$ cat src/rtl/branch_target_buffer.sv
// Direct-mapped branch target buffer with per-entry saturating direction counters.
// Optional hit/mispredict statistics counters are enabled by defining BTB_STATS_EN.
module branch_target_buffer #(
   parameter int ADDR_W  = 32,
   parameter int ENTRIES = 16,
   parameter int CTR_W   = 2
) (
   input  logic              Clk,
   input  logic              Rst,
   input  logic              lu_valid,
   input  logic [ADDR_W-1:0] lu_pc,
   output logic              pred_hit,
   output logic              pred_taken,
   output logic [ADDR_W-1:0] pred_target,
   input  logic              upd_valid,
   input  logic [ADDR_W-1:0] upd_pc,
   input  logic [ADDR_W-1:0] upd_target,
   input  logic              upd_taken,
   input  logic              upd_is_jump,
   input  logic              upd_mispredict,
   input  logic              inv_all,
   output logic [31:0]       stat_hits,
   output logic [31:0]       stat_mispred
);

   localparam int IDX_W = $clog2(ENTRIES);
   localparam int TAG_W = ADDR_W - IDX_W - 2;
   localparam logic [CTR_W-1:0] CTR_MAX  = {CTR_W{1'b1}};
   localparam logic [CTR_W-1:0] CTR_WEAK = CTR_W'(1) << (CTR_W - 1);

   logic [ENTRIES-1:0] valid_q, valid_d;
   logic [TAG_W-1:0]   tag_q    [ENTRIES];
   logic [TAG_W-1:0]   tag_d    [ENTRIES];
   logic [ADDR_W-1:0]  target_q [ENTRIES];
   logic [ADDR_W-1:0]  target_d [ENTRIES];
   logic [CTR_W-1:0]   ctr_q    [ENTRIES];
   logic [CTR_W-1:0]   ctr_d    [ENTRIES];

   logic [IDX_W-1:0] lu_idx, upd_idx;
   logic [TAG_W-1:0] lu_tag, upd_tag;
   logic             upd_hit;

   assign lu_idx  = lu_pc[IDX_W+1:2];
   assign lu_tag  = lu_pc[ADDR_W-1:IDX_W+2];
   assign upd_idx = upd_pc[IDX_W+1:2];
   assign upd_tag = upd_pc[ADDR_W-1:IDX_W+2];

   // Lookup reads registered state only, so a same-cycle update is never bypassed.
   assign pred_hit    = lu_valid & valid_q[lu_idx] & (tag_q[lu_idx] == lu_tag);
   assign pred_taken  = pred_hit & ctr_q[lu_idx][CTR_W-1];
   assign pred_target = pred_taken ? target_q[lu_idx] : lu_pc + ADDR_W'(4);

   assign upd_hit = valid_q[upd_idx] & (tag_q[upd_idx] == upd_tag);

   always_comb begin
      // NOTE: every next-state array starts as a copy of the current state so no path leaves it unassigned (no latches).
      valid_d  = valid_q;
      tag_d    = tag_q;
      target_d = target_q;
      ctr_d    = ctr_q;
      if (inv_all) begin
         valid_d = '0;
      end else if (upd_valid) begin
         if (upd_hit) begin
            if (upd_is_jump) begin
               ctr_d[upd_idx]    = CTR_MAX;
               target_d[upd_idx] = upd_target;
            end else if (upd_taken) begin
               if (ctr_q[upd_idx] != CTR_MAX) ctr_d[upd_idx] = ctr_q[upd_idx] + CTR_W'(1);
               target_d[upd_idx] = upd_target;
            end else if (ctr_q[upd_idx] != '0) begin
               ctr_d[upd_idx] = ctr_q[upd_idx] - CTR_W'(1);
            end
         end else if (upd_taken | upd_is_jump) begin
            valid_d[upd_idx]  = 1'b1;
            tag_d[upd_idx]    = upd_tag;
            target_d[upd_idx] = upd_target;
            ctr_d[upd_idx]    = upd_is_jump ? CTR_MAX : CTR_WEAK;
         end
      end
   end

   // NOTE: sequential state uses non-blocking assignments so every flop samples pre-edge values.
   always_ff @(posedge Clk) begin
      if (Rst) begin
         valid_q <= '0;
         for (int i = 0; i < ENTRIES; i++) ctr_q[i] <= '0;
      end else begin
         valid_q <= valid_d;
         ctr_q   <= ctr_d;
      end
   end

   // NOTE: tag and target storage has no reset; the cleared valid bits make their contents irrelevant.
   always_ff @(posedge Clk) begin
      if (!Rst) begin
         tag_q    <= tag_d;
         target_q <= target_d;
      end
   end

`ifdef BTB_STATS_EN
   logic [31:0] stat_hits_q, stat_hits_d;
   logic [31:0] stat_mispred_q, stat_mispred_d;

   always_comb begin
      stat_hits_d    = stat_hits_q;
      stat_mispred_d = stat_mispred_q;
      if (pred_hit && stat_hits_q != 32'hFFFF_FFFF)
         stat_hits_d = stat_hits_q + 32'd1;
      if (upd_valid && upd_mispredict && stat_mispred_q != 32'hFFFF_FFFF)
         stat_mispred_d = stat_mispred_q + 32'd1;
   end

   always_ff @(posedge Clk) begin
      if (Rst) begin
         stat_hits_q    <= '0;
         stat_mispred_q <= '0;
      end else begin
         stat_hits_q    <= stat_hits_d;
         stat_mispred_q <= stat_mispred_d;
      end
   end

   assign stat_hits    = stat_hits_q;
   assign stat_mispred = stat_mispred_q;

   logic unused_pc_lsbs;
   assign unused_pc_lsbs = ^{upd_pc[1:0]};
`else
   assign stat_hits    = '0;
   assign stat_mispred = '0;

   logic unused_inputs;
   assign unused_inputs = ^{upd_pc[1:0], upd_mispredict};
`endif

endmodule

$ cat config.mk
export PLATFORM = sky130hd
export DESIGN_NAME = branch_target_buffer
export DESIGN_NICKNAME = d
export VERILOG_FILES = /design/src/rtl/branch_target_buffer.sv
export SDC_FILE = /design/constraint.sdc
export NUM_CORES = 1
export LEC_CHECK = 0
export ABC_CLOCK_PERIOD_IN_PS = 10400
export CORE_ASPECT_RATIO = 0.75
export CORE_MARGIN = 1
export CORE_UTILIZATION = 35
export DETAILED_ROUTE_END_ITERATION = 10
export GPL_ROUTABILITY_DRIVEN = 1
export SLEW_MARGIN = 25
export SYNTH_ARGS = -nofsm -noshare
export SYNTH_HDL_FRONTEND = slang
export SYNTH_SLANG_ARGS = --single-unit
$ cat constraint.sdc
create_clock -name Clk -period 10.4 [get_ports Clk]
set_clock_uncertainty 0.1 [all_clocks]
set_input_delay 3.12 -clock Clk [delete_from_list [all_inputs] [get_ports Clk]]
set_output_delay 3.12 -clock Clk [all_outputs]
set_load 0.02 [all_outputs]
==> summary.txt <==
Finish
  – Post-route cell area: 50070 um^2
  – Total Nets Final: 2518
  – Area taken by multi-input logic gates: 13710 um^2
  – Final core utilization: 0.4092
  – Register area: 28830 um^2
  – Synth-to-Final Area Change: 15.82%
  – Layout Cells excl Fill: 4132
  – Layout cells sized above 1: 0.2810
  – Fillers: 10710

Setup path
  – Slowest Stage Delay on Critical Path: 0.60 ns
  – Worst path required time: 7.18 ns
  – Critical path's slowest cell: clkdlybuf4s50_1
  – CP endpoint kind: output port
  – CP Cell Sequence: buf_8, buf_4, mux4_2, nor2b_1, a211oi_1, a21oi_1, xor2_1, nor2_1, nand4_1, nor4_4, buf_12, mux2_2, clkdlybuf4s50_1
  – Crit path launch type: input port
  – Critical path class: in2out
  – CP arrival: 7.06 ns
  – Crit Path Max Fanout: 24

GRT
  – First-pass GRT wire length: 172600 um
  – Total GRT Usage: 0.1909
  – Pin count of the biggest net entering global routing: 72
  – Congestion Overflow GR: 0
  – Via count of the first global-routing pass: 23550
  – Initial antenna violation count: 18

Drt
  – TritonRoute pass-1 iters: 5
  – Antenna-violating nets left: 0
  – Via Count: 23420
  – Drt wl/cell: 29.03 um
  – Vias per inst: 5.668
  – DRC viols: 0
  – Final WL: 120000 um
  – DRT iter0 DRCs: 2675

STA
  – Hold Slack: 0.3861 ns
  – Fin worst setup slack: 0.1227 ns
  – Period utilisation layout: 0.9882
  – Slew @ Worst Pin: 1.080 ns
  – RSZ-0062 raised after global routing: no
  – Final Hold Vio Count: 0
  – Final setup TNS: 0 ns
  – Slew HR: 0.2786
  – FMAX: 0.09730 GHz
  – Max Slew Vio Count: 0
  – Tmin final: 10.28 ns
  – Setup violations, final: 0

Floorplan
  – Row count: 111
  – Top Ports: 202
  – Die X: 407.8 um
  – Initial Util: 0.3533
  – Die Y: 306.4 um
  – Core Region: 122400 um^2
  – Die area: 124900 um^2

Clock network
  – Clock Tree Root: clkbuf_16
  – Clock Latency Late Sink: 0.71 ns
  – Clock transition at path regs: 0.06 ns
  – CTS Buf Count: 98
  – CTS H-tree depth: 3
  – Clock Sinks: 976
  – Post-CTS Hold Buffers: 0
  – Clk buf depth: 3
  – CTS tree: done

Logic synthesis
  – #FFs+latches synth: 976
  – Synth warn: 0
  – Synth cell types: 64
  – Post-synth top area cell: edfxtp_1
  – Post-synth EDFFs: 928
  – Post-synthesis sequential area ratio: 0.6668
  – Mapped Area: 43230 um^2
  – Commonest cells post-synth: 928 x edfxtp_1, 365 x mux4_2, 113 x mux2i_1, 83 x nor2_1, 72 x buf_4
  – Main synth FF type: edfxtp_1
  – Yosys top cell area share: 0.6446
  – Mean area per synthesized cell: 19.46 um^2
  – Dominant cell by count in the synthesized netlist: edfxtp_1
  – Synth async-reset ratio: 0
  – Synth top area cells: edfxtp_1 64%, mux4_2 19%, mux2i_1 2.6%
  – Synth Instances: 2222

Pwr
  – Power Density: 170.7 nW/um^2
  – Power Total: 8.547 mW
  – Leakage power: 15.74 nW
  – VDD IR-drop max: 0.1319 mV

Place
  – Detail Placement HPWL: 71120 um
  – IO Port Bufs: 134
  – Pre-CTS setup slack: 0.1238 ns
  – Dpl cell area: 46790 um^2
  – Gpl congestion: 0.8332
  – Dpl cells: 3948

Flow run
  – Max-cap violations: 0

Status
  – Status: completed

Hold path
  – Hold crit path type: reg2reg
==> layout by cell type (no fill, tap or decap), drive strengths merged, types with 9 or more instances in the layout <==
cell and instances:
mux2i 113, mux4 365, buf 104, inv 13, a32o 26, a22oi 18
a31oi 24, xor2 32, a21oi 18, nor2 84, a211oi 18, a22o 17
xnor2 60, dfxtp 48, clkdlybuf4s50 124, nor4 9, mux2 43, edfxtp 928
nand4 17, nor3 17, clkinv 50, nand3 35, conb 64, bufinv 11
clkbuf 116, nand2 38, nor2b 22
==> logic make-up (layout without fill, tap and decap cells) <==
kind of cell    after synthesis  after routing  share of synthesized area
compound gates              167            167                    0.03019
xor+xnor                     92             92                    0.01864
fa+ha+maj                     3              3                  0.0008683
buf+inv                     215            421                    0.02752
flops                       976            976                     0.6668
mux                         521            521                     0.2275
other cells                   1             67                 0.00008674
simple gates                247            247                    0.02839
==> per-layer routing <==
layer | vias up | part of all wire | wire (um) | global-route usage
li1 | 9579 | - | - | -
met1 | 12530 | 0.42 | 50650 | 0.2723
met2 | 1105 | 0.47 | 56670 | 0.3000
met3 | 175 | 0.083 | 9948 | 0.04038
met4 | 28 | 0.021 | 2513 | 0.04258
met5 | - | 0.0014 | 171 | 0
==> worst max-delay path: cells and delay by family <==
family                    cells  cell delay (ns)
xor gates and xnor gates      1             0.23
and+or+nand+nor               4             0.90
buffers and inverters         4             1.28
muxes                         2             0.89
AOI/OAI and AO/OA             2             0.58
==> cell type report <==
class	instances	share of cell area
tap	1638	0.04093
clock inverter	65	0.01404
timing repair buffer	230	0.04391
inverter	11	0.0008246
antenna	3	0.0001499
clock buffer	115	0.05068
sequential	976	0.5757
multi-input combinational	1094	0.2737
==> path summary, 6_finish.rpt <==
check,start,endpoint,slack (ns),cells after the start
setup reg to reg,tag_q[379],ctr_q[16],5.91,10
hold reg to reg,ctr_q[6],ctr_q[6],0.39,1
hold / removal,ctr_q[6],ctr_q[6],0.39,1
setup / recovery,lu_pc[2],pred_target[15],0.12,13
==> repair_timing <==
action	in CTS	in global routing
buffers inserted	0	0
setup endpoints to repair	0	19
resized for setup	0	3
==> registers in the layout (all words and copies together) (netlist names) <==
register / cells
tag_q: 416
target_q: 512
ctr_q: 32
valid_q: 16
==> power by group <==
part	switching [mW]	internal (mW)	leakage [nW]
clock	1.54	2.03	1.57
sequential	0.00770	4.32	8.73
combinational	0.376	0.272	5.44
Power figures use the tool's default switching activity.
